--- config.mk ---
export PLATFORM = sky130hd
export DESIGN_NAME = task_scheduler
export DESIGN_NICKNAME = d
export VERILOG_FILES = /design/src/rtl/task_scheduler.sv
export SDC_FILE = /design/constraint.sdc
export NUM_CORES = 1
export LEC_CHECK = 0
export BUFFER_PORTS_ARGS = -buffer_cell sky130_fd_sc_hd__buf_4
export CAP_MARGIN = 20
export CORE_AREA = 2 2 329 331
export CTS_CLUSTER_DIAMETER = 120
export DETAILED_ROUTE_END_ITERATION = 10
export DIE_AREA = 0 0 331 333
export MAX_ROUTING_LAYER = met4
export PLACE_DENSITY = 0.49
export SETUP_SLACK_MARGIN = 0.05
export SYNTH_ARGS = -nofsm -noshare
export SYNTH_HDL_FRONTEND = slang
export SYNTH_SLANG_ARGS = --single-unit
--- constraint.sdc ---
create_clock -name clk -period 3.8 [get_ports clk]
set_clock_uncertainty 0.1 [all_clocks]
set_input_delay 0.76 -clock clk [delete_from_list [all_inputs] [get_ports clk]]
set_output_delay 0.76 -clock clk [all_outputs]
set_load 0.01 [all_outputs]
--- src/rtl/task_scheduler.sv ---
// Instruction scheduler: validates RPi instructions, queues them, dispatches each
// to its task engine, muxes that engine's SRAM buses and aborts hung tasks.
module task_scheduler #(
  parameter int unsigned N              = 80,
  parameter int unsigned NUM_SRAM       = 4,
  parameter int unsigned NUM_ENGINES    = 2,
  parameter int unsigned QUEUE_DEPTH    = 4,
  parameter logic [23:0] MAX_ADDRESS    = 24'h1FFFF,
  parameter logic [23:0] TIMEOUT_CYCLES = 24'hFFFFFF
) (
  input  logic                                clk,
  input  logic                                reset,
  input  logic [N-1:0]                        RPi_inst,
  input  logic                                execute_task,
  output logic                                inst_valid,
  output logic                                inst_rejected,
  output logic                                idle,
  output logic                                task_done,
  output logic                                task_error,
  output logic [1:0]                          last_error,
  output logic [$clog2(QUEUE_DEPTH):0]        queue_count,
  output logic [NUM_ENGINES-1:0]              eng_execute,
  output logic [NUM_ENGINES-1:0]              eng_abort,
  input  logic [NUM_ENGINES-1:0]              eng_job_done,
  output logic [71:0]                         cur_address,
  input  logic [NUM_ENGINES*NUM_SRAM*8-1:0]   eng_inst,
  input  logic [NUM_ENGINES*NUM_SRAM*24-1:0]  eng_address,
  input  logic [NUM_ENGINES*NUM_SRAM-1:0]     eng_write_in,
  input  logic [NUM_ENGINES*NUM_SRAM*24-1:0]  eng_byte_length,
  output logic [NUM_SRAM*8-1:0]               inst,
  output logic [NUM_SRAM*24-1:0]              address,
  output logic [NUM_SRAM-1:0]                 write_in,
  output logic [NUM_SRAM*24-1:0]              byte_length
);

  localparam int unsigned OP_W      = 8;
  localparam int unsigned ADDR_W    = 24;
  localparam int unsigned CMD_W     = 3 * ADDR_W;
  localparam int unsigned PTR_W     = $clog2(QUEUE_DEPTH);
  localparam int unsigned CNT_W     = $clog2(QUEUE_DEPTH) + 1;
  localparam int unsigned SEL_W     = (NUM_ENGINES > 1) ? $clog2(NUM_ENGINES) : 1;
  localparam int unsigned WD_W      = 24;
  localparam int unsigned INST_BW   = NUM_SRAM * 8;
  localparam int unsigned ADDR_BW   = NUM_SRAM * 24;
  localparam int unsigned WR_BW     = NUM_SRAM;
  localparam int unsigned LEN_BW    = NUM_SRAM * 24;
  localparam logic [OP_W-1:0] OP_MIN  = OP_W'(256 - NUM_ENGINES);
  localparam logic [WD_W-1:0] WD_LAST = TIMEOUT_CYCLES - WD_W'(1);

  typedef enum logic [1:0] {S_IDLE, S_LAUNCH, S_RUN, S_ABORT} state_t;

  typedef struct packed {
    logic [SEL_W-1:0] sel;
    logic [CMD_W-1:0] addr;
  } entry_t;

  state_t               state_q, state_d;
  logic [OP_W-1:0]      opcode;
  logic [ADDR_W-1:0]    addr0, addr1, addr2;
  logic                 push, pop;
  entry_t               fifo_mem [QUEUE_DEPTH];
  entry_t               head;
  logic [PTR_W-1:0]     wr_ptr, rd_ptr;
  logic [CNT_W-1:0]     count_q, count_d;
  logic [SEL_W-1:0]     sel_q, sel_d;
  logic [CMD_W-1:0]     cur_d;
  logic [WD_W-1:0]      wd_q, wd_d;
  logic [1:0]           last_error_d;
  logic [NUM_ENGINES-1:0] exec_d, abort_d;
  logic                 done_d, error_d, rejected_d;
  logic                 sel_done;

  // Instruction decode and legality check
  assign opcode = RPi_inst[N-1 -: OP_W];
  assign addr0  = RPi_inst[N-9 -: ADDR_W];
  assign addr1  = RPi_inst[N-33 -: ADDR_W];
  assign addr2  = RPi_inst[N-57 -: ADDR_W];

  assign inst_valid = (opcode != '0) && (opcode >= OP_MIN) &&
                      (addr0 <= MAX_ADDRESS) && (addr1 <= MAX_ADDRESS) &&
                      (addr2 <= MAX_ADDRESS);

  // A full queue refuses the push even if the head pops on the same edge
  assign push       = execute_task && inst_valid && (count_q < CNT_W'(QUEUE_DEPTH));
  assign rejected_d = execute_task && !push;

  assign head        = fifo_mem[rd_ptr];
  assign queue_count = count_q;
  assign idle        = (state_q == S_IDLE) && (count_q == '0);

  always_comb begin : count_next
    count_d = count_q;
    unique case ({push, pop})
      2'b10:   count_d = count_q + CNT_W'(1);
      2'b01:   count_d = count_q - CNT_W'(1);
      default: count_d = count_q;
    endcase
  end

  // Completion from the selected engine only
  always_comb begin : done_select
    sel_done = 1'b0;
    for (int e = 0; e < int'(NUM_ENGINES); e++) begin
      if (sel_q == SEL_W'(e)) sel_done = eng_job_done[e];
    end
  end

  always_comb begin : fsm_next
    state_d      = state_q;
    sel_d        = sel_q;
    cur_d        = cur_address;
    wd_d         = wd_q;
    last_error_d = last_error;
    pop          = 1'b0;
    exec_d       = '0;
    abort_d      = '0;
    done_d       = 1'b0;
    error_d      = 1'b0;
    unique case (state_q)
      S_IDLE: begin
        if (count_q != '0) begin
          pop          = 1'b1;
          sel_d        = head.sel;
          cur_d        = head.addr;
          wd_d         = '0;
          last_error_d = 2'b00;
          exec_d       = NUM_ENGINES'(1) << head.sel;
          state_d      = S_LAUNCH;
        end
      end
      S_LAUNCH: state_d = S_RUN;
      S_RUN: begin
        // Saturating watchdog; done has priority over timeout
        wd_d = (wd_q == '1) ? wd_q : wd_q + WD_W'(1);
        if (sel_done) begin
          done_d  = 1'b1;
          state_d = S_IDLE;
        end else if (wd_q == WD_LAST) begin
          abort_d      = NUM_ENGINES'(1) << sel_q;
          error_d      = 1'b1;
          last_error_d = 2'b01;
          state_d      = S_ABORT;
        end
      end
      S_ABORT: state_d = S_IDLE;
      default: state_d = S_IDLE;
    endcase
  end

  always_ff @(posedge clk or posedge reset) begin : regs
    if (reset) begin
      state_q       <= S_IDLE;
      wr_ptr        <= '0;
      rd_ptr        <= '0;
      count_q       <= '0;
      sel_q         <= '0;
      wd_q          <= '0;
      cur_address   <= '0;
      last_error    <= 2'b00;
      eng_execute   <= '0;
      eng_abort     <= '0;
      task_done     <= 1'b0;
      task_error    <= 1'b0;
      inst_rejected <= 1'b0;
    end else begin
      state_q       <= state_d;
      count_q       <= count_d;
      sel_q         <= sel_d;
      wd_q          <= wd_d;
      cur_address   <= cur_d;
      last_error    <= last_error_d;
      eng_execute   <= exec_d;
      eng_abort     <= abort_d;
      task_done     <= done_d;
      task_error    <= error_d;
      inst_rejected <= rejected_d;
      if (push) wr_ptr <= wr_ptr + PTR_W'(1);
      if (pop)  rd_ptr <= rd_ptr + PTR_W'(1);
    end
  end

  // Queue storage needs no reset; pointers and count define validity
  always_ff @(posedge clk) begin : fifo_write
    if (push) fifo_mem[wr_ptr] <= '{sel: SEL_W'(8'hFF - opcode), addr: {addr0, addr1, addr2}};
  end

  // SRAM command mux: selected engine's slice while a task is active, zero in IDLE
  always_comb begin : sram_mux
    inst        = '0;
    address     = '0;
    write_in    = '0;
    byte_length = '0;
    if (state_q != S_IDLE) begin
      for (int e = 0; e < int'(NUM_ENGINES); e++) begin
        if (sel_q == SEL_W'(e)) begin
          inst        = eng_inst[e*INST_BW +: INST_BW];
          address     = eng_address[e*ADDR_BW +: ADDR_BW];
          write_in    = eng_write_in[e*WR_BW +: WR_BW];
          byte_length = eng_byte_length[e*LEN_BW +: LEN_BW];
        end
      end
    end
  end

endmodule

==> metrics.csv <==
metric,value,unit
status,"complete, no violations",
Total Power,20000,uW
Filler Cells Inserted,11200,
Post-synth EDFFs,292,
I/O pin count,855,
"Cell Area, Placed",0.0271,mm2
Root Driver,clkbuf_16,
worst path cell trace,buf_4 -> mux2i_1 -> nor2_1 -> buf_4,
share of cells above drive strength 1,45.8,%
first-pass GRT wire length,119000,um
worst path arrival time,2.48,ns
die width,331,um
Fmax achieved,299,MHz
Initial DRC Count,616,
setup violators final,0,
Fin. Hold Viols,0,
wl on met1,33300,um
Max Root-Sink Buffers,3,
routed vias/inst,3.99,
clk slew on worst S/H paths,0.06,ns
final worst-path cycle share,88.0,%
leakage power,0.0122,uW
cell mode on critical path,buf_4,
DR pass1 iterations,4,
Site Rows,120,
DR top layer,met4,
CTS tree,yes,
Setup Buffers After CTS,0,
Cells after Synth,1424,
final wirelength,89500,um
CTS sink cnt,406,
Area Growth Syn to Fin,51.7,%
# hold bufs at CTS,0,
CTS buffer count,40,
Die H,333,um
max incr delay on CP,0.68,ns
CP top delay family,flip-flops,
unrepaired setup endpoints after global routing,no,
Worst setup SP type,flip-flop,
TNS Setup,0,ns
main flop type after synthesis,edfxtp_1,
initial antenna violation count,36,
Mapped Area,0.0188,mm2
Hold/Removal Path Class,in2async,
HPWL Detailed,71600,um
Initial Utilization,17.7,%
Residual DRC,0,
Seq cells post-synth,406,
Final WS setup,0.457,ns
Vias,14800,
Synth Area per Inst,13.2,um2
Max-cap violations,0,
largest net degree at the start of global routing,126,
Synth warnings,0,
Slew @ Worst Pin,0.884,ns
gpl congestion,0.958,
Worst-Skew Late Latency,0.56,ns
port bufs,853,
slew margin rel.,41.1,%
pwr/cell area,701,mW/mm2
post-CTS resize count,0,
met3 wire len,6720,um
Global Route Usage Sum,15.9,%
post-place setup slack,0.359,ns
core area,0.107,mm2
die area,0.110,mm2
Unique masters post-synth,50,
vias in the first global route,15100,
critical path required time,2.94,ns
syn nets,1973,
Crit Path Category,reg2out,
met2 wire len,45700,um
Max H-tree Level,2,
Nets,2811,
register area share after synthesis,61.8,%
fraction of registers with async set/reset,28.1,%
"Remaining Overflow, GRT",0,
CP bufs+invs,2,
crit path max fanout,14,
Slowest cell on crit path,dfrtp_4,
final instance area,0.0285,mm2
Crit. End Element,output port,
Routed Antenna Nets,0,
wire length per cell,24.1,um
peak supply drop,0.393,mV
hold_ws,0.191,ns
fin crit period,3.34,ns
final max-slew violation count,0,
==> final cells by class <==
type | count | area (um2) | share of cell area (%)
flip-flops and latches | 406 | 11600 | 40.8
repair buffers | 887 | 6870 | 24.1
multi-input cells | 913 | 6780 | 23.8
well taps | 1403 | 1760 | 6.15
clock buffers | 47 | 1050 | 3.67
clock inverters | 27 | 348 | 1.22
inverters | 14 | 58.8 | 0.206
diodes | 18 | 45.0 | 0.158
==> worst register-to-register path, stage by stage, from the launching register on <==
cell and delay, ns:
dfrtp_1 0.46, nor2_4 0.32, nand2_4 0.24, inv_4 0.37, ha_1 0.27, inv_1 0.06
fa_1 0.37, xor2_1 0.15, nor2_1 0.11, xor2_1 0.14
==> cell usage after synthesis (all sizes together) (3+ instances only) <==
master | instances | area share (%)
a21oi | 11 | 0.29
and2 | 3 | 0.11
and3 | 7 | 0.23
buf | 35 | 0.97
clkbuf | 56 | 1.1
dfrtp | 114 | 15
edfxtp | 292 | 47
ha | 7 | 0.47
inv | 14 | 0.28
mux2i | 233 | 12
mux4 | 73 | 8.7
nand2 | 236 | 4.7
nand3 | 10 | 0.29
nand4 | 13 | 0.55
nor2 | 245 | 4.9
nor3 | 5 | 0.13
nor4 | 10 | 0.57
o211ai | 3 | 0.12
o21ai | 8 | 0.23
o31ai | 6 | 0.24
or3 | 6 | 0.20
or4 | 7 | 0.28
xnor2 | 4 | 0.19
xor2 | 8 | 0.37
==> layout by cell type, fill, tap and decap left out, types with 8 or more instances in the layout <==
cell type    n
edfxtp_1   292
a21oi_1     11
mux4_2      73
mux2i_1    233
inv_1       12
clkinv_2     8
diode_2     18
xor2_1       8
nand2_1    235
buf_4      870
dfrtp_1    111
nor2_1     244
buf_12      17
nand4_1     11
clkbuf_16   40
nand3_1      9
==> layer usage <==
metal | up-vias | global-route usage [%]
li1 | 6834 | -
met1 | 7275 | 17.2
met2 | 594 | 27.5
met3 | 130 | 3.97
met4 | 0 | 6.79
met5 | - | -
==> metrics by stage <==
step / cells / utilization, %
2_1_floorplan: 1424 / -
3_3_place_gp: 3623 / 25.4
3_5_place_dp: 3623 / 25.4
4_1_cts: 3697 / 26.7
5_1_grt: 3714 / 26.8
6_report: 3715 / 26.8
==> final timing paths <==
| check | startpoint | end | slack, ns | cells past startpoint |
|---|---|---|---|---|
| min in group clk | RPi_inst[26] | fifo_mem[0][26] | 0.30 | 1 |
| max reg2reg | state_q[1] | queue_count[2] | 1.15 | 9 |
| max | sel_q | byte_length[66] | 0.46 | 4 |
| min | reset | cur_address[49] | 0.19 | 3 |
| max in group asynchronous | reset | cur_address[0] | 2.98 | 3 |
| min reg2reg | cur_address[60] | cur_address[60] | 0.37 | 2 |
==> state kept, by name, summed over array words and instances, names as in the netlist <==
register       cells
queue_count        3
sel_q              1
fifo_mem         292
rd_ptr             2
inst_rejected      1
task_error         1
state_q            2
task_done          1
wd_q              24
eng_execute        2
wr_ptr             2
eng_abort          2
last_error         1
cur_address       72
==> report_power, final <==
group / internal [uW] / total (uW) / switching, uW
Clock: 2360 / 4120 / 1760
Combinational: 4420 / 10100 / 5640
Sequential: 5240 / 5810 / 574
Total: 12000 / 20000 / 7980
==> logic make-up (layout without fill, tap and decap cells) <==
group | Yosys count | count (layout) | share of synthesized area [%]
AO/OA/AOI/OAI | 35 | 35 | 1.24
XOR/XNOR | 12 | 12 | 0.559
adder cells (fa/ha/maj) | 8 | 8 | 0.572
buffers and inverters | 105 | 975 | 2.37
flip-flops | 406 | 406 | 61.8
multiplexers | 307 | 307 | 21.2
other | 1 | 19 | 0.0199
AND/OR/NAND/NOR | 550 | 550 | 12.3
No activity file was read; power rests on OpenSTA's default activity.
